$ cat config.mk
export PLATFORM = sky130hd
export DESIGN_NAME = path_extract
export DESIGN_NICKNAME = d
export VERILOG_FILES = /design/src/rtl/path_extract.sv
export SDC_FILE = /design/constraint.sdc
export NUM_CORES = 1
export LEC_CHECK = 0
export BUFFER_PORTS_ARGS = -buffer_cell sky130_fd_sc_hd__buf_2
export CORE_UTILIZATION = 40
export DETAILED_ROUTE_END_ITERATION = 10
export PLACE_DENSITY = 0.59
export SYNTH_ARGS = -nofsm -noshare
export SYNTH_HDL_FRONTEND = slang
export SYNTH_SLANG_ARGS = --single-unit
$ cat constraint.sdc
create_clock -name CLK -period 8.95 [get_ports CLK]
set_input_delay 1.79 -clock CLK [delete_from_list [all_inputs] [get_ports CLK]]
set_output_delay 1.79 -clock CLK [all_outputs]
set_load 0.05 [all_outputs]
$ cat src/rtl/path_extract.sv
// Backtracks a roadmap path from goal to origin using edges from a backward search,
// buffers the point ids, then streams them out in origin-to-goal order.
//   state   | meaning
//   IDLE    | waiting for start
//   COLLECT | accepting edges, extending the path from cur
//   EMIT    | streaming buffered points, last stored first
//   ERR     | sticky error until the next start
module path_extract #(
  parameter int DEPTH  = 16,
  parameter int NPOINT = 66,
  parameter int NEDGE  = 1034
) (
  input  logic                         CLK,
  input  logic                         RST,
  input  logic                         start,
  input  logic [7:0]                   startPoint,
  input  logic [7:0]                   endPoint,
  input  logic                         edge_valid,
  input  logic [10:0]                  edge_index,
  input  logic [NPOINT-1:0]            edge_route,
  output logic                         edge_ready,
  input  logic                         done_in,
  output logic                         pt_valid,
  output logic [7:0]                   pt_data,
  output logic                         pt_last,
  input  logic                         pt_ready,
  output logic                         busy,
  output logic [$clog2(DEPTH+1)-1:0]   path_len,
  output logic                         err,
  output logic [1:0]                   err_code
);
  localparam int AW = $clog2(DEPTH);
  localparam int LW = $clog2(DEPTH+1);

  typedef enum logic [1:0] {S_IDLE, S_COLLECT, S_EMIT, S_ERR} state_t;

  state_t          r_state;
  logic [7:0]      r_buf [DEPTH];
  logic [7:0]      r_cur;
  logic [7:0]      r_start_pt;
  logic [AW-1:0]   r_rd_idx;
  logic [LW-1:0]   r_path_len;
  logic            r_edge_ready;
  logic            r_pt_valid;
  logic [7:0]      r_pt_data;
  logic            r_pt_last;
  logic            r_err;
  logic [1:0]      r_err_code;

  int              w_pop;
  logic            w_hit;
  logic [7:0]      w_next;
  logic            w_edge_acc;
  logic            w_edge_ok;
  logic            w_full;
  logic            w_complete;
  logic            w_pts_ok;
  logic            w_start_ok;
  logic            w_fail;
  logic [1:0]      w_fail_code;
  logic            w_advance;
  logic            w_buf_we;
  logic [AW-1:0]   w_buf_waddr;
  logic [7:0]      w_buf_wdata;

  // The far endpoint is whichever set bit is not cur; validity is checked separately.
  always_comb begin
    w_pop  = 0;
    w_hit  = 1'b0;
    w_next = '0;
    for (int i = 0; i < NPOINT; i++) begin
      w_pop = w_pop + int'(edge_route[i]);
      if (i == int'(r_cur)) w_hit = edge_route[i];
      else if (edge_route[i]) w_next = 8'(i);
    end
  end

  assign w_edge_acc = (r_state == S_COLLECT) && edge_valid && r_edge_ready;
  assign w_edge_ok  = (w_pop == 2) && w_hit && (int'(edge_index) < NEDGE);
  assign w_full     = (r_path_len == LW'(DEPTH));
  assign w_complete = (w_next == r_start_pt);
  assign w_pts_ok   = (int'(startPoint) < NPOINT) && (int'(endPoint) < NPOINT);
  assign w_start_ok = start && ((r_state == S_IDLE) || (r_state == S_ERR)) && w_pts_ok;

  // An edge arriving with done_in is processed first; only a completing edge escapes the error.
  always_comb begin
    w_fail      = 1'b0;
    w_fail_code = 2'd0;
    w_advance   = 1'b0;
    if (w_edge_acc) begin
      if (!w_edge_ok) begin
        w_fail      = 1'b1;
        w_fail_code = 2'd2;
      end else if (w_full) begin
        w_fail      = 1'b1;
        w_fail_code = 2'd3;
      end else begin
        w_advance = 1'b1;
        if (!w_complete && done_in) w_fail = 1'b1;
      end
    end else if (done_in) begin
      w_fail = 1'b1;
    end
  end

  always_comb begin
    w_buf_we    = 1'b0;
    w_buf_waddr = '0;
    w_buf_wdata = endPoint;
    if (w_start_ok) begin
      w_buf_we = 1'b1;
    end else if (w_advance && !w_fail) begin
      w_buf_we    = 1'b1;
      w_buf_waddr = r_path_len[AW-1:0];
      w_buf_wdata = w_next;
    end
  end

  always_ff @(posedge CLK) begin
    if (w_buf_we) r_buf[w_buf_waddr] <= w_buf_wdata;
  end

  always_ff @(posedge CLK or posedge RST) begin
    if (RST) begin
      r_state      <= S_IDLE;
      r_cur        <= '0;
      r_start_pt   <= '0;
      r_rd_idx     <= '0;
      r_path_len   <= '0;
      r_edge_ready <= 1'b0;
      r_pt_valid   <= 1'b0;
      r_pt_data    <= '0;
      r_pt_last    <= 1'b0;
      r_err        <= 1'b0;
      r_err_code   <= 2'd0;
    end else begin
      case (r_state)
        S_IDLE, S_ERR: begin
          if (start) begin
            if (!w_pts_ok) begin
              r_state      <= S_ERR;
              r_err        <= 1'b1;
              r_err_code   <= 2'd1;
              r_edge_ready <= 1'b0;
            end else begin
              r_cur      <= endPoint;
              r_start_pt <= startPoint;
              r_path_len <= LW'(1);
              r_rd_idx   <= '0;
              r_err      <= 1'b0;
              r_err_code <= 2'd0;
              if (startPoint == endPoint) begin
                r_state <= S_EMIT;
              end else begin
                r_state      <= S_COLLECT;
                r_edge_ready <= 1'b1;
              end
            end
          end
        end
        S_COLLECT: begin
          if (w_fail) begin
            r_state      <= S_ERR;
            r_err        <= 1'b1;
            r_err_code   <= w_fail_code;
            r_edge_ready <= 1'b0;
          end else if (w_advance) begin
            r_path_len <= r_path_len + LW'(1);
            r_cur      <= w_next;
            if (w_complete) begin
              r_state      <= S_EMIT;
              r_edge_ready <= 1'b0;
              r_rd_idx     <= r_path_len[AW-1:0];
            end
          end
        end
        S_EMIT: begin
          if (!r_pt_valid) begin
            r_pt_valid <= 1'b1;
            r_pt_data  <= r_buf[r_rd_idx];
            r_pt_last  <= (r_rd_idx == '0);
          end else if (pt_ready) begin
            if (r_pt_last) begin
              r_pt_valid <= 1'b0;
              r_state    <= S_IDLE;
            end else begin
              r_rd_idx  <= r_rd_idx - AW'(1);
              r_pt_data <= r_buf[r_rd_idx - AW'(1)];
              r_pt_last <= (r_rd_idx == AW'(1));
            end
          end
        end
        default: r_state <= S_IDLE;
      endcase
    end
  end

  assign busy       = (r_state == S_COLLECT) || (r_state == S_EMIT);
  assign edge_ready = r_edge_ready;
  assign pt_valid   = r_pt_valid;
  assign pt_data    = r_pt_data;
  assign pt_last    = r_pt_last;
  assign path_len   = r_path_len;
  assign err        = r_err;
  assign err_code   = r_err_code;
endmodule

---- Word-level counts from Yosys, hierarchy flattened ----
Memory sizes are Yosys's and may differ from the RTL's.
Cells that the tools add are included.
storage, ports and cells
  bits in registers ....................... 41
  RAM bits ................................ 128
  bits of input ports ..................... 99
  output and inout bits ................... 20
  logic and storage cells ................. 464
  memories kept ........................... 1
operators by class
  $add $sub $neg .......................... 67
  order comparisons ....................... 3
  equality and inequality tests ........... 88
  multiplexer cells ....................... 268
  reductions and logical operators ........ 26
memories
  memory  depth  width  read ports  clocked after memory_dff  wr ports  line  source
  r_buf   16     8      2           0                         1         38    logic [7:0] r_buf [DEPTH];
operators with widths
  cell                                            number
  two-way mux 8 bit                               137
  adder 32 x 2 -> 32 bit                          34
  == test 7 x 8 -> 1 bit, first input constant    32
  == test 6 x 8 -> 1 bit, first input constant    16
  two-way mux 1 bit                               96
  == test 5 x 8 -> 1 bit, first input constant    8
  two-way mux 4 bit                               10
  adder 31 x 1 -> 32 bit                          1
  == test 32 x 3 -> 1 bit, second input constant  1
  == test 4 x 8 -> 1 bit, first input constant    4
  adder 30 x 1 -> 31 bit                          1
  adder 29 x 1 -> 30 bit                          1
  adder 28 x 1 -> 29 bit                          1
  adder 27 x 1 -> 28 bit                          1
  two-way mux 2 bit                               14
  adder 26 x 1 -> 27 bit                          1
  adder 25 x 1 -> 26 bit                          1
  adder 24 x 1 -> 25 bit                          1
  adder 23 x 1 -> 24 bit                          1
  != test 2 bit, second input constant            12
  adder 22 x 1 -> 23 bit                          1
  adder 21 x 1 -> 22 bit                          1
  adder 20 x 1 -> 21 bit                          1
  adder 19 x 1 -> 20 bit                          1
  other kinds (51)                                75

---- Longest topological paths before layout ----
  depth in word-level cells ............... 143
  gate-level depth with buffers ........... 28
  gate-level depth less buffers ........... 26

---- Least setup slack after synthesis ----
Ideal clock, no wire load.
  path type ............................... input to register
  start ................................... in edge_route[29]
  end ..................................... mem r_buf[11][0], enable pin
  library setup time ...................... 0.383 ns
  arrival ................................. 9.318 ns
  data required time ...................... 8.567 ns
  setup slack ............................. -0.752 ns
  cell stages on the path ................. 27
  path buffers ............................ 1
  path through ............................ fa_1 -> inv_1 -> fa_1 -> inv_1 -> fa_1 -> inv_1 -> fa_1 -> inv_1 -> fa_1 -> fa_1 -> fa_1 -> inv_1 -> fa_1 -> inv_1 -> ha_1 -> fa_1 -> nor4b_1 -> nand3_1 -> nor2_1 -> nand4_1 -> or3b_2 -> o32ai_1 -> o2111ai_1 -> o31a_1 -> clkbuf_1 -> nand2b_1 -> nor3_1
between the ends
  cells in the longest elaborated chain, start to end .. 87
  elaborated cells on any way between the ends .. 168
  classes of those cells .................. add/sub: 37; eq/ne: 2; mux: 123; reduce/logical: 6
ends and longest elaborated chain
  item                                                                             line  source
  from (decl)                                                                      20    input logic [NPOINT-1:0] edge_route,
  parallel branches: the longest is 82 deep, another holds adder 31 x 1 -> 32 bit  -
  logical AND 1 bit *                                                              112   end else if (w_advance && !w_fail) begin
  two-way mux 1 bit                                                                112
  two-way mux 1 bit                                                                110   if (w_start_ok) begin
  two-way mux 1 bit                                                                120   if (w_buf_we) r_buf[w_buf_waddr] <= w_buf_wdata;
  two-way mux 1 bit (not written as such)                                          120
  to (decl)                                                                        38
Every way passes the cells marked *.

---- Worst setup path in the final report ----
  start ................................... in edge_route[29]
  end ..................................... mem r_buf[2][3], data pin
between the ends
  cells in the longest elaborated chain, start to end .. 85
  elaborated cells on any way between the ends .. 164
  classes of those cells .................. add/sub: 37; eq/ne: 2; mux: 119; reduce/logical: 6
ends and longest elaborated chain
  item                                                                             line  source
  parallel branches: the longest is 83 deep, another holds adder 31 x 1 -> 32 bit  -
  two-way mux 8 bit *                                                              112
  two-way mux 8 bit *                                                              110
  via w_buf_wdata[3]                                                               64    logic [7:0] w_buf_wdata;
Mark *: on every way through the listed nets, which the timed path passes.

==> reports/metrics.cfg <==
[global_route]
met1_usage = 0.380
busiest_layer = met2
grt_start_max_net_pins = 58
use_met2 = 0.428
grt_remaining_overflow = 0
grt_pass1_wl_um = 72000
antenna_found_initial = 0
grt_usage = 0.273
grt.met3_usage = 0.0437
grt_pass1_vias = 11700

[finish]
nets = 1613
final_cell_mix = 128 x edfxtp_1, 117 x buf_2, 107 x inv_1
fin_util = 0.493
fill_cells = 3018
final_common_cell = edfxtp_1
num_antenna_cells = 0
fin_cells = 1897
drive_gt1_frac = 0.297
syn2layout_area_growth_pct = 21.1

[cts]
clk_latency_ps = 440
cts_tree = done
h-tree-depth = 4
cts_buffer_depth = 2
cts.sinks = 169
numCtsBuffers = 17
clock-root-buffer = clkbuf_16
path_clk_slew_ps = 70

[timing]
period_share = 1.03
period_needed_ps = 9220
setup_viol = 222
rsz0062_at_grt = yes
worst_slew_pin_slew_ps = 1130
fmax_ghz = 0.108
relSlewSlack = 0.234
hold_viol_final = 0
skew_ps = 10.1
drv_slew = 0
fin_ws_ps = -272

[synth]
synth-seq-area-share = 0.356
synth-async-reset-ratio = 0.243
ys_seq_elements = 169
syn-cell-area_um2 = 13700
synth_top_flop_cell = edfxtp_1
syn_avg_cell_area_um2 = 10.8
synthCells = 1263
ys_warn_count = 0
syn-num-nets = 1440
synth_edf_count = 128
ys_types = 94

[run_status]
failed_checks = negative setup slack
status = complete, but fails checks

[placement]
pre_cts_slack_ps = -919
port_buffers = 117
gp_congestion = 0.954
dp.cells = 1844
dp_hpwl_um = 34500

[routing]
wirelength_um = 48000
final_antenna_net_count = 0
wl_per_cell_um = 25.3
drc = 0
firstDrtPassIters = 7
vias = 12200
drtIter0Drc = 1394
via_per_inst = 6.41

[critical_path]
cpPeakStageDelay_ps = 580
cp_max_fo = 16
cp-end-kind = register
cp-start-kind = primary input
cp_top_family = adder cells
critPathSlowestCell = fa_2
critPathBufInv = 9
critical_path.most_common_cell = fa_1
cp.arrival_ps = 9380
path_class = in2reg
required_ps = 9100

[pwr]
power.total_mw = 6.40
peakVddDrop_uv = 747
leakage_nw = 6.16
cellPowerDensity_nw_per_um2 = 386

[floorplanning]
die_h_um = 187
fp.dieArea_um2 = 34900
dieWidth_um = 187
num_rows = 67
pin_count = 119
design.core.area_um2 = 33600
start_util = 0.407

[min_path]
hold_path_class = reg2reg

[flow_run]
cap_violations = 0

layout make-up:
class | count | area [um^2] | area share
Multi-Input combinational cell | 898 | 8400 | 0.507
Sequential cell | 169 | 4880 | 0.294
Timing Repair Buffer | 239 | 1680 | 0.102
Tap cell | 448 | 561 | 0.0338
Clock buffer | 17 | 425 | 0.0257
Inverter | 111 | 417 | 0.0252
Clock inverter | 15 | 204 | 0.0123
what timing repair did:
action	CTS	global route
gates cloned	2	3
pin swaps	4	6
gates resized for setup	19	22
setup buffers	9	8
setup endpoints to repair	264	270
hold buffers	0	0
path summary, 6_finish.rpt:
kind	from	endpoint	slack, ps	cells after the start
min	pt_data[5]	pt_data[5]	480	2
max reg2reg	r_cur[2]	r_buf[5][6]	2570	12
min in group asynchronous	RST	err_code[0]	1560	2
max in group asynchronous	RST	r_rd_idx[0]	6700	2
max	edge_route[29]	r_buf[2][3]	-270	29
min reg2reg	pt_data[5]	pt_data[5]	480	2
state kept, by name, summed over array words and instances (netlist names), 2 cells and up:
signal	flops
err_code	2
r_rd_idx	4
r_state	2
r_buf	128
pt_data	8
r_start_pt	8
r_cur	8
path_len	5
cell families (layout without fill, tap and decap cells):
| family | Yosys count | in the layout | share of synthesized area |
|---|---|---|---|
| buf+inv | 199 | 382 | 0.0579 |
| compound gates | 297 | 297 | 0.157 |
| xor+xnor | 10 | 10 | 0.00641 |
| fa+ha+maj | 78 | 78 | 0.102 |
| simple gates | 399 | 400 | 0.164 |
| flops | 169 | 169 | 0.356 |
| mux | 111 | 113 | 0.156 |
power by group:
part | internal (mW) | switching, mW
logic | 2.03 | 2.46
clock network | 0.407 | 0.372
registers | 0.932 | 0.199
metrics by stage:
stage | setup TNS [ps] | hold slack [ps] | instance area [um^2]
floorplan | -14290 | 469 | 13800
global placement | -184200 | 456 | 15500
detailed placement | -189380 | 465 | 15500
CTS | -22240 | 481 | 16300
global route | -106210 | 507 | 16600
finish | -35770 | 478 | 16600
synth_stat cells, types with 6 or more instances:
cell,count,area [um^2]
mux2_2,10,113
and2_1,8,50.1
o31a_1,14,123
nand4_1,18,113
a211oi_1,13,97.6
xnor2_1,10,87.6
o32a_1,13,130
nor3_1,32,160
nand2_1,87,327
nor3b_1,8,60.1
nand2b_1,15,93.8
or4_1,7,52.6
inv_1,110,413
nor2_1,63,236
buf_1,14,52.6
fa_1,56,1120
or3_1,12,75.1
dfrtp_1,41,1030
ha_1,22,275
buf_2,15,75.1
o32ai_1,15,131
o21a_1,11,82.6
mux4_2,81,1820
a221oi_1,6,52.6
a31oi_1,19,119
o211ai_1,11,82.6
or3b_1,6,52.6
nor4_1,29,181
nand3_1,40,200
nand3b_1,8,60.1
nor2b_1,15,93.8
o21ai_0,71,355
clkbuf_1,55,206
a21oi_1,30,150
a22oi_1,11,82.6
mux2i_1,18,180
edfxtp_1,128,3840
o31ai_1,11,82.6
nor4b_1,11,96.3
worst min-delay path, delay by kind of cell (launching register included):
kind	cells	cell delay [ps]
AND/OR/NAND/NOR	1	40
flip-flops	1	340
AO/OA/AOI/OAI	1	60
routing by layer:
metal / routed length, um / share of wire
met1: 19800 / 0.41
met2: 21900 / 0.46
met5: 0 / 0
met4: 1990 / 0.042
met3: 4330 / 0.090
No activity file was read; power rests on OpenSTA's default activity.
